[src/rtl/act_pack_pkg.sv]
// Shared constants and types for the activation write-back path: data width,
// the ReLU saturation ceiling and the default packing/requantize settings.
package act_pack_pkg;

  localparam int DATA_LEN      = 8;
  localparam int ACT_MAX       = (1 << (DATA_LEN - 1)) - 1;
  localparam int PACK_DEFAULT  = 4;
  localparam int SHIFT_DEFAULT = 4;

  typedef logic signed [DATA_LEN-1:0] data_t;
  typedef logic signed [DATA_LEN:0]   sum_t;

endpackage

[src/rtl/act_pack_relu_requant.sv]
// Combinational datapath: widening bias add, and arithmetic requantize shift
// followed by ReLU and saturation. The two halves sit on either side of a register.
module act_pack_relu_requant
  import act_pack_pkg::*;
#(
  parameter int SHIFT = SHIFT_DEFAULT
) (
  input  data_t in_q,
  input  data_t bias,
  output sum_t  sum,
  input  sum_t  sum_in,
  output data_t act
);

  sum_t shifted;

  always_comb begin
    sum     = sum_t'(in_q) + sum_t'(bias);
    shifted = sum_in >>> SHIFT;
    if (shifted < 0) begin
      act = '0;
    end else if (shifted > sum_t'(ACT_MAX)) begin
      act = data_t'(ACT_MAX);
    end else begin
      act = shifted[DATA_LEN-1:0];
    end
  end

endmodule

[src/rtl/act_pack.sv]
// Accepts one dot-product result per rising edge of in_valid, requantizes it
// through a three-stage pipeline and packs PACK activations per output word.
module act_pack
  import act_pack_pkg::*;
#(
  parameter int PACK  = PACK_DEFAULT,
  parameter int SHIFT = SHIFT_DEFAULT
) (
  input  logic                       clk,
  input  logic                       rst_n,
  input  logic                       in_valid,
  input  logic [DATA_LEN-1:0]        in_q,
  input  logic [DATA_LEN-1:0]        bias,
  input  logic                       flush,
  output logic                       out_valid,
  output logic [PACK*DATA_LEN-1:0]   out_q,
  output logic [$clog2(PACK):0]      out_lanes,
  output logic [15:0]                word_cnt
);

  localparam int PW = $clog2(PACK);

  typedef logic [PACK-1:0][DATA_LEN-1:0] word_t;

  logic          in_valid_q;
  logic          cap_valid_q, cap_valid_d;
  data_t         in_cap_q, in_cap_d;
  data_t         bias_cap_q, bias_cap_d;
  logic          s1_valid_q, s1_valid_d;
  sum_t          sum_q, sum_d;
  logic          s2_valid_q, s2_valid_d;
  data_t         act_q, act_d;
  logic [PW-1:0] ptr_q, ptr_d;
  word_t         lanes_q, lanes_d;
  logic          flush_pending_q, flush_pending_d;
  logic          out_valid_q, out_valid_d;
  word_t         out_q_q, out_q_d;
  logic [PW:0]   out_lanes_q, out_lanes_d;
  logic [15:0]   word_cnt_q, word_cnt_d;

  logic          take;
  logic          flush_exec;
  sum_t          sum_w;
  data_t         act_w;

  act_pack_relu_requant #(.SHIFT(SHIFT)) u_relu_requant (
    .in_q   (in_cap_q),
    .bias   (bias_cap_q),
    .sum    (sum_w),
    .sum_in (sum_q),
    .act    (act_w)
  );

  always_comb begin
    take            = in_valid & ~in_valid_q;
    cap_valid_d     = take;
    in_cap_d        = take ? data_t'(in_q) : in_cap_q;
    bias_cap_d      = take ? data_t'(bias) : bias_cap_q;
    s1_valid_d      = cap_valid_q;
    sum_d           = cap_valid_q ? sum_w : sum_q;
    s2_valid_d      = s1_valid_q;
    act_d           = s1_valid_q ? act_w : act_q;
    ptr_d           = ptr_q;
    lanes_d         = lanes_q;
    out_valid_d     = 1'b0;
    out_q_d         = out_q_q;
    out_lanes_d     = out_lanes_q;
    word_cnt_d      = word_cnt_q;

    // A flush waits until every result already accepted has reached the packer.
    flush_exec      = flush_pending_q & ~cap_valid_q & ~s1_valid_q & ~s2_valid_q & ~take;
    flush_pending_d = (flush_pending_q & ~flush_exec) | flush;

    if (s2_valid_q) begin
      lanes_d[ptr_q] = act_q;
      if (ptr_q == PW'(PACK - 1)) begin
        out_q_d     = lanes_d;
        out_valid_d = 1'b1;
        out_lanes_d = (PW + 1)'(PACK);
        ptr_d       = '0;
        word_cnt_d  = word_cnt_q + 16'd1;
        lanes_d     = '0;
      end else begin
        ptr_d = ptr_q + PW'(1);
      end
    end else if (flush_exec && ptr_q != '0) begin
      out_q_d     = lanes_q;
      out_valid_d = 1'b1;
      out_lanes_d = {1'b0, ptr_q};
      ptr_d       = '0;
      word_cnt_d  = word_cnt_q + 16'd1;
      lanes_d     = '0;
    end
  end

  always_ff @(posedge clk) begin
    if (!rst_n) begin
      in_valid_q      <= 1'b0;
      cap_valid_q     <= 1'b0;
      in_cap_q        <= '0;
      bias_cap_q      <= '0;
      s1_valid_q      <= 1'b0;
      sum_q           <= '0;
      s2_valid_q      <= 1'b0;
      act_q           <= '0;
      ptr_q           <= '0;
      lanes_q         <= '0;
      flush_pending_q <= 1'b0;
      out_valid_q     <= 1'b0;
      out_q_q         <= '0;
      out_lanes_q     <= '0;
      word_cnt_q      <= '0;
    end else begin
      in_valid_q      <= in_valid;
      cap_valid_q     <= cap_valid_d;
      in_cap_q        <= in_cap_d;
      bias_cap_q      <= bias_cap_d;
      s1_valid_q      <= s1_valid_d;
      sum_q           <= sum_d;
      s2_valid_q      <= s2_valid_d;
      act_q           <= act_d;
      ptr_q           <= ptr_d;
      lanes_q         <= lanes_d;
      flush_pending_q <= flush_pending_d;
      out_valid_q     <= out_valid_d;
      out_q_q         <= out_q_d;
      out_lanes_q     <= out_lanes_d;
      word_cnt_q      <= word_cnt_d;
    end
  end

  assign out_valid = out_valid_q;
  assign out_q     = out_q_q;
  assign out_lanes = out_lanes_q;
  assign word_cnt  = word_cnt_q;

endmodule
[config.mk]
export PLATFORM = sky130hd
export DESIGN_NAME = act_pack
export DESIGN_NICKNAME = d
export VERILOG_FILES = /design/src/rtl/act_pack_pkg.sv /design/src/rtl/act_pack_relu_requant.sv /design/src/rtl/act_pack.sv
export SDC_FILE = /design/constraint.sdc
export NUM_CORES = 1
export LEC_CHECK = 0
export BUFFER_PORTS_ARGS = -buffer_cell sky130_fd_sc_hd__buf_2
export CORE_ASPECT_RATIO = 0.6
export CORE_MARGIN = 2
export CORE_UTILIZATION = 45
export CTS_CLUSTER_DIAMETER = 80
export DETAILED_ROUTE_END_ITERATION = 8
export GPL_TIMING_DRIVEN = 0
export PLACE_DENSITY = 0.65
export SLEW_MARGIN = 20
export SYNTH_ARGS = -nofsm -noshare
export SYNTH_HDL_FRONTEND = slang
export SYNTH_SLANG_ARGS = --single-unit
[constraint.sdc]
create_clock -name clk -period 2.2 [get_ports clk]
set_input_delay 0.44 -clock clk [delete_from_list [all_inputs] [get_ports clk]]
set_output_delay 0.44 -clock clk [all_outputs]
set_load 0.01 [all_outputs]
==> impl_results.md <==
* Status: finished, final reports clean
* Dpl ws at -0.194 ns
* Synth cell types at 56
* Initial Util at 46.1%
* First-pass GRT wire length at 22200 um
* Area grow syn2layout at 23.3%
* CP Cell Sequence: buf_6 > or4b_4 > o32ai_1 > a32oi_1 > a21oi_1
* MaxCap Viol Count at 0
* Slew margin rel. at 50.3%
* DR WL/cell at 17.3 um
* Biggest cell delay along the critical path at 0.63 ns
* Die area at 0.0117 mm^2
* PwrDens at 850 mW/mm^2
* CTS root buffer: clkbuf_16
* Final setup TNS at 0 ns
* Die width at 138 um
* RSZ-0062 raised after global routing: no
* Vias in the first global route at 4273
* Worst EP required at 2.53 ns
* Pre-Repair DR Iteration Count at 5
* Top_reg_cell synth: dfxtp_1
* Fin worst setup slack at 0.0430 ns
* Clock Skew at 0.00271 ns
* # DRC at 0
* Fraction of layout cells with a size suffix above 1 at 20.3%
* CP Capture Type: flop
* Final Cell Area at 0.00598 mm^2
* Seq cells post-synth at 117
* Cells after Synth at 550
* Area after DPL at 0.00538 mm^2
* Post-DP HPWL at 9730 um
* Mapped Nets at 582
* Number of antenna violations at the first check in global routing at 0
* Post-synth EDFFs at 0
* Slew Viols, Final at 0
* DR vias/cell at 5.68
* Most common cell after layout, fill and taps aside: dfxtp_1
* Vias post-DR at 4485
* CTS tree: built
* DRT iter0 DRCs at 387
* Syn avg cell area at 8.82 um^2
* Final setup violation count at 0
* Number of antenna diodes at 0
* I/O Buffers at 71
* Final Hold Vio Count at 0
* GRT Total Usage at 24.1%
* CTS Buffer Depth at 2
* GRT overflow at 0
* Asr flop ratio synth at 0%
* Largest net degree at the start of global routing at 17
* Clk sinks at 117
* Static Leak at 0.00233 uW
* Cell Rows at 29
* Critical Path Fanout Max at 10
* Die span in y at 84.4 um
* HP Class: in2reg
* Worst Setup Start Kind: flop
* Ys Warns at 0
* Post-Layout Cell Count at 789
* Slowest CP cell: o32ai_1
* Path type of the worst setup path: reg2reg
* Finished Core Util at 56.8%
* Sequential share of the synthesized area at 48.3%
* Clock Latency Late Sink at 0.41 ns
* Placed Instances at 760
* Worst vdd ir at 585 uV
* Worst Max-Slew Pin Slew at 0.745 ns
* Final #Nets at 670
* Gp weighted congestion at 0.891
* Final ANT Viol Nets at 0
* Detailed Route WL at 13700 um
* Clock Pin Slew Worst Setup and Hold Paths at 0.05 ns
* I/O Pins at 72
* Minimum clock period at 2.16 ns
* Fmax achieved at 0.464 GHz
* Tcrit/Tclk final at 98.0%
* Most frequent cells in the layout: dfxtp_1 (115), nand2_1 (101), buf_2 (74)
* CP Data Arrival Time at 2.49 ns
* CTS Buf Count at 17
* Area of the core at 0.0105 mm^2
* Mapped cell area at 0.00485 mm^2
* H-tree depth at 4
## cells in the mapped netlist (all sizes together), types with 6 or more instances
cell | instances | area (um^2)
nor3 | 6 | 41.3
nand2b | 7 | 43.8
nand4 | 7 | 43.8
ha | 12 | 150
dfxtp | 117 | 2340
a32oi | 8 | 70.1
and2 | 11 | 68.8
mux2i | 10 | 100
o21ai | 17 | 85.1
inv | 8 | 30.0
a21oi | 46 | 230
buf | 14 | 81.3
o22ai | 13 | 81.3
and3 | 6 | 37.5
nor2b | 8 | 50.1
nor2 | 35 | 131
nand3 | 23 | 115
clkbuf | 22 | 82.6
nand2 | 101 | 379
o31ai | 7 | 66.3
a221oi | 6 | 52.6
## where the power goes
part	switching (uW)	total, uW	internal, uW
clock	967	2700	1740
combinational	144	212	68.6
sequential	21.4	2170	2150
## timing repair
item,4_1_cts,5_1_grt
gates resized for setup,3,10
hold buffers,0,0
setup buffers,0,0
endpoints found under the setup margin,22,44
## area by class of cell
| type | count | area (um^2) |
|---|---|---|
| fillers | 960 | 4540 |
| plain buffers | 34 | 166 |
| clock inverters | 10 | 105 |
| inverters | 9 | 33.8 |
| multi-input cells | 388 | 2330 |
| flip-flops and latches | 117 | 2340 |
| well taps | 139 | 174 |
| clock buffers | 21 | 470 |
| repair buffers | 71 | 355 |
## path summary, 6_finish.rpt
kind	from	end	slack [ns]	cells after the start
setup / recovery	s2_valid_q	out_q[16]	0.04	5
hold / removal	flush	flush_pending_q	0.26	3
setup reg to reg	s2_valid_q	out_q[16]	0.04	5
hold reg to reg	in_valid_q	cap_valid_q	0.44	1
## stage by stage
| step | hold slack [ns] | total power, uW |
|---|---|---|
| floorplan | 0.406 | 2340 |
| global placement | 0.416 | 2420 |
| detailed placement | 0.433 | 2420 |
| CTS | 0.253 | 5100 |
| global route | 0.265 | 5250 |
| finish | 0.263 | 5080 |
## logic make-up (layout without fill, tap and decap cells)
group / after synthesis / after routing / synth area share (%)
AOI/OAI and AO/OA: 139 / 139 / 20.0
DFF: 117 / 117 / 48.3
adders and majority gates: 12 / 12 / 3.09
buffers and inverters: 45 / 145 / 4.07
and+or+nand+nor: 224 / 224 / 22.0
muxes: 10 / 10 / 2.06
xor gates and xnor gates: 3 / 3 / 0.542
## layer usage
layer	up-vias	share of wire, %	global-route usage (%)
met5	-	0	0
met4	0	1.5	7.51
met3	16	9.4	8.33
met2	187	40	33.4
met1	2117	49	35.0
li1	2165	-	-
## state kept, by name, summed over array words and instances, names as in the netlist, 2 cells and up
signal / count
word_cnt: 16
ptr_q: 2
bias_cap_q: 8
lanes_q: 32
act_q: 5
sum_q: 5
in_cap_q: 8
out_lanes: 3
out_q: 32
## critical path: cells and delay by family (launching register included)
kind | cells | cell delay (ns)
buffers and inverters | 1 | 0.14
AO/OA/AOI/OAI | 3 | 1.05
AND/OR/NAND/NOR | 1 | 0.59
flip-flops | 1 | 0.30
Power figures use the tool's default switching activity.
